$ cat config.mk
export PLATFORM = sky130hd
export DESIGN_NAME = store_buffer
export DESIGN_NICKNAME = d
export VERILOG_FILES = /design/src/rtl/store_buffer.sv
export SDC_FILE = /design/constraint.sdc
export NUM_CORES = 1
export LEC_CHECK = 0
export CAP_MARGIN = 10
export CELL_PAD_IN_SITES_DETAIL_PLACEMENT = 1
export CELL_PAD_IN_SITES_GLOBAL_PLACEMENT = 1
export CORE_MARGIN = 1
export CORE_UTILIZATION = 42
export DETAILED_ROUTE_END_ITERATION = 8
export GPL_ROUTABILITY_DRIVEN = 0
export HOLD_SLACK_MARGIN = 0.02
export PLACE_DENSITY_LB_ADDON = 0.05
export SLEW_MARGIN = 20
export SYNTH_ARGS = -nofsm -noshare
export SYNTH_HDL_FRONTEND = slang
export SYNTH_SLANG_ARGS = --single-unit
$ cat constraint.sdc
create_clock -name clk -period 4.9 [get_ports clk]
set_input_delay 0.98 -clock clk [delete_from_list [all_inputs] [get_ports clk]]
set_output_delay 0.98 -clock clk [all_outputs]
set_load 0.01 [all_outputs]
$ cat src/rtl/store_buffer.sv
// ---------------------------------------------------------------------------
// store_buffer
//   FIFO of pending CPU stores sitting in front of a single-ported data
//   memory. Stores drain one per cycle in order; loads are checked against
//   every buffered entry so they see the youngest matching store. A
//   full-word match forwards the data. A partial-byte match stalls the load
//   until the entry has drained. A load that matches nothing takes the
//   memory port for a read, and draining waits for that cycle.
//
// Ports
//   clk                     rising-edge clock
//   reset                   asynchronous, active-high; empties the buffer
//   st_valid/st_ready       store handshake (dropped when not ready)
//   st_addr/data/be/pc      store address, data, byte enables, store PC
//   ld_valid, ld_addr       load request and address
//   ld_hit, ld_data         load forwarded from the buffer, with the word
//   ld_stall                load cannot complete this cycle
//   dm_we/addr/din/be/pc    data-memory port (write on drain, read on miss)
//   count                   number of occupied entries
// ---------------------------------------------------------------------------
module store_buffer #(
    parameter int DEPTH = 4
) (
    input  logic                     clk,
    input  logic                     reset,
    input  logic                     st_valid,
    input  logic [31:0]              st_addr,
    input  logic [31:0]              st_data,
    input  logic [3:0]               st_be,
    input  logic [31:0]              st_pc,
    output logic                     st_ready,
    input  logic                     ld_valid,
    input  logic [31:0]              ld_addr,
    output logic                     ld_hit,
    output logic [31:0]              ld_data,
    output logic                     ld_stall,
    output logic                     dm_we,
    output logic [31:0]              dm_addr,
    output logic [31:0]              dm_din,
    output logic [3:0]               dm_be,
    output logic [31:0]              dm_pc,
    output logic [$clog2(DEPTH):0]   count
);

    localparam int PW = $clog2(DEPTH);
    localparam int CW = PW + 1;

    logic [PW-1:0] r_head;
    logic [PW-1:0] r_tail;
    logic [CW-1:0] r_count;

    logic [29:0]   r_waddr [DEPTH];
    logic [31:0]   r_wdata [DEPTH];
    logic [3:0]    r_wbe   [DEPTH];
    logic [31:0]   r_wpc   [DEPTH];

    logic          w_ld;
    logic          w_match;
    logic [PW-1:0] w_match_idx;
    logic          w_match_full;
    logic          w_ld_miss;
    logic          w_drain;
    logic          w_enq;

    // Scan from the oldest entry to the youngest. A later hit overwrites an
    // earlier one, so the final result is the youngest matching store.
    always_comb begin
        w_match     = 1'b0;
        w_match_idx = '0;
        for (int unsigned k = 0; k < DEPTH; k++) begin
            if (CW'(k) < r_count &&
                r_waddr[r_head + PW'(k)] == ld_addr[31:2]) begin
                w_match     = 1'b1;
                w_match_idx = r_head + PW'(k);
            end
        end
    end

    assign w_ld         = ld_valid & ~reset;
    assign w_match_full = (r_wbe[w_match_idx] == 4'hF);
    assign w_ld_miss    = w_ld & ~w_match;
    // A missing load owns the memory port, so draining pauses that cycle.
    assign w_drain      = (r_count != '0) & ~w_ld_miss & ~reset;
    assign st_ready     = (r_count < CW'(DEPTH));
    assign w_enq        = st_valid & st_ready & ~reset;

    assign ld_hit   = w_ld & w_match & w_match_full;
    assign ld_stall = w_ld & w_match & ~w_match_full;
    assign ld_data  = ld_hit ? r_wdata[w_match_idx] : '0;
    assign count    = r_count;

    always_comb begin
        dm_we   = 1'b0;
        dm_addr = '0;
        dm_din  = '0;
        dm_be   = '0;
        dm_pc   = '0;
        if (w_ld_miss) begin
            dm_addr = {ld_addr[31:2], 2'b00};
        end else if (w_drain) begin
            dm_we   = 1'b1;
            dm_addr = {r_waddr[r_head], 2'b00};
            dm_din  = r_wdata[r_head];
            dm_be   = r_wbe[r_head];
            dm_pc   = r_wpc[r_head];
        end
    end

    always_ff @(posedge clk or posedge reset) begin
        if (reset) begin
            r_head  <= '0;
            r_tail  <= '0;
            r_count <= '0;
        end else begin
            if (w_enq) begin
                r_tail <= r_tail + 1'b1;
            end
            if (w_drain) begin
                r_head <= r_head + 1'b1;
            end
            case ({w_enq, w_drain})
                2'b10:   r_count <= r_count + 1'b1;
                2'b01:   r_count <= r_count - 1'b1;
                default: r_count <= r_count;
            endcase
        end
    end

    // Entry payload needs no reset: occupancy is tracked by head/count only.
    always_ff @(posedge clk) begin
        if (w_enq) begin
            r_waddr[r_tail] <= st_addr[31:2];
            r_wdata[r_tail] <= st_data;
            r_wbe[r_tail]   <= st_be;
            r_wpc[r_tail]   <= st_pc;
        end
    end

endmodule

==> flow_metrics.py <==
metrics = {
    "sta": {
        "fmax_ghz": 0.168,
        "drv_slew": 0,
        "rsz0062_at_grt": "true",
        "final_hold_viol_count": 0,
        "worst_slack_ps": -1060,
        "worst_slew_pin_slew_ps": 832,
        "maxSlewHeadroom_pct": 44.5,
        "fin_crit_ps": 5960,
        "period_share_pct": 122,
        "fin_worst_skew_ps": 28.4,
        "setup_viol": 133,
    },
    "yosys": {
        "synth_enable_flop_cells": 392,
        "yosysUniqueCellTypes": 77,
        "synth_cells": 1326,
        "ys_seq_area_share_pct": 57.1,
        "yosysWarnings": 0,
        "yosysTopAreaCellShare_pct": 56.3,
        "synthTopCellsByCount": "edfxtp_1, mux2i_1, mux4_2",
        "syn_area_per_cell_um2": 15.8,
        "synth_area_leaders": "edfxtp_1, mux4_2, mux2i_1",
        "yosys.area.top_type": "edfxtp_1",
        "ys_async_sr_fraction_pct": 1.75,
        "syn_area_um2": 20900,
        "ys_ff_latch": 399,
        "yosys_most_used_dff": "edfxtp_1",
        "yosysMostFrequentCell": "edfxtp_1",
    },
    "worst_setup_path": {
        "crit_arrival_ps": 4980,
        "worst-setup-path-type": "reg -> out",
        "cp.required_ps": 3920,
        "reg2reg_from": "r_head[1]",
        "r2r_slack_ps": 40,
        "crit_path_end_kind": "output pin",
        "worstRegToRegCells": 22,
        "crit_path_max_fanout": 8,
        "reg2reg_to": "count[2]",
        "startpoint_type": "flop",
    },
    "routing": {
        "vias": 14500,
        "drt-initial-drc-count": 765,
        "totalWireLength_um": 68800,
        "post_drt_wl_per_cell_um": 26.3,
        "firstDrtPassIters": 5,
        "vias_per_cell": 5.55,
        "drc": 0,
        "antenna_left": 0,
    },
    "global_route": {
        "antenna_found_initial": 3,
        "grt_pass1_vias": 15500,
        "grt_pass1_wl_um": 100000,
        "gr-total-overflow": 0,
        "gr-usage-all-layers_pct": 27.2,
        "grt_max_degree": 45,
    },
    "final_layout": {
        "syn_to_final_growth_pct": 42.0,
        "fin_nets": 2057,
        "layout-drive-gt1-share_pct": 44.8,
        "multi_input_area_um2": 8950,
        "fill_cells": 4601,
        "final_cells": 2613,
        "seq_area_um2": 12000,
    },
    "floorplan": {
        "rows": 81,
        "initial_utilization_pct": 42.7,
        "coreArea_um2": 49100,
        "die_y_um": 225,
        "io_pins": 275,
        "fp.dieW_um": 225,
        "fp.dieArea_um2": 50700,
    },
    "hold_path": {
        "whs_path_depth": 2,
        "worst_hold_path.endpoint": "count[0]",
        "hold_path.class": "reg -> reg",
        "min_from": "count[0]",
    },
    "place": {
        "dp_cells": 2451,
        "portBuffers": 268,
        "place_hpwl_um": 44900,
    },
    "clocking": {
        "cts_root_buf": "clkbuf_16",
        "path_clk_slew_ps": 60,
        "max-clock-path-buffers": 3,
        "cts_tree": "built",
        "cts_buffers": 44,
        "h-tree-depth": 2,
        "clkLatencyLatePin_ps": 580,
        "cts_num_sinks": 399,
    },
    "pwr": {
        "cellLeakagePower_nw": 10.9,
        "power_mw": 14.5,
        "power_density_nw_per_um2": 486,
        "ir_drop_mv": 0.344,
    },
    "job": {
        "drv_cap": 0,
    },
    "status": {
        "violations": "negative setup slack",
        "status": "finished, violations left",
    },
}
[critical path, stage by stage (launching register included)]
cell	delay [ps]
dfrtp_4	560
buf_12	170
buf_8	120
mux2i_4	180
xor2_1	160
buf_4	150
a21oi_2	50
or4_4	530
or4_4	560
buf_6	160
a311oi_4	280
a32oi_2	110
o221ai_4	210
buf_12	170
buf_12	130
buf_12	120
buf_12	110
mux2i_4	220
mux2i_1	110
and2_4	150
buf_6	110
[flip-flops by register name (all words and copies together) (netlist names)]
register  count
count         3
r_wpc       128
r_wbe        16
r_tail        2
r_head        2
r_wdata     128
r_waddr     120
[power breakdown]
part | internal (mW) | switching (mW) | leakage, nW
logic | 3.64 | 3.25 | 6.53
clock network | 2.00 | 1.38 | 0.720
registers | 4.03 | 0.135 | 3.62
[metrics by stage]
stage	utilization, %	setup TNS [ps]	instance area (um^2)	setup slack (ps)	hold slack, ps
floorplan	-	0	20900	6.71	580
global placement	53.8	-167610	26400	-1410	598
detailed placement	53.8	-164540	26400	-1380	603
CTS	59.9	-124860	29400	-1060	609
global route	60.6	-142320	29700	-1200	631
finish	60.6	-124210	29700	-1060	605
[layout make-up]
cell class	count	area share [%]
Tap cell	664	2.80
Timing Repair Buffer	645	21.5
Inverter	21	0.286
Clock inverter	28	1.02
Multi-Input combinational cell	801	30.1
Sequential cell	399	40.2
Clock buffer	54	4.00
Antenna cell	1	0.00842
[cells in the final DEF, fill, tap and decap left out, drive strengths merged, types with 18 or more instances in the layout]
master,n
clkbuf,56
inv,20
mux4,124
edfxtp,392
xnor2,95
clkdlybuf4s50,135
nand2,37
mux2i,192
buf,508
clkinv,21
a22o,20
xor2,18
and2,107
[kinds of logic (layout without fill, tap and decap cells)]
family                   count (synthesis)  count (layout)  share of synthesized area, %
adder cells (fa/ha/maj)                  9               9                         0.538
flip-flops                             399             399                          57.1
AND/OR/NAND/NOR                        225             225                          6.32
AO/OA/AOI/OAI                          121             121                          4.72
XOR/XNOR                               113             113                          4.73
multiplexers                           331             331                          23.3
buffers and inverters                  127             748                          3.24
other                                    1               3                        0.0179
[repair_timing]
item / CTS / global route
buffers inserted: 57 / 14
hold buffers: 0 / 0
pin swaps: 28 / 23
gates cloned: 16 / 2
resized for setup: 821 / 50
endpoints found under the setup margin: 133 / 136
[how the worst max path moves through the flow]
stage           startpoint          end  slack [ps]
2_1_floorplan  ld_addr[14]  ld_data[22]           7
5_1_grt          r_head[1]  ld_data[29]       -1200
3_5_place_dp   ld_addr[14]  ld_data[28]       -1380
3_3_place_gp   ld_addr[14]   ld_data[1]       -1410
6_report         r_head[1]  ld_data[29]       -1060
4_1_cts          r_head[1]  ld_data[11]       -1060
[layer usage]
metal,vias to the layer above,track usage (%),share of wire (%)
met2,368,47.5,51
li1,6449,-,-
met3,76,4.46,4.5
met1,7613,35.3,42
met5,-,0,0.045
met4,4,6.01,1.7
(Power assumes the default switching activity.)
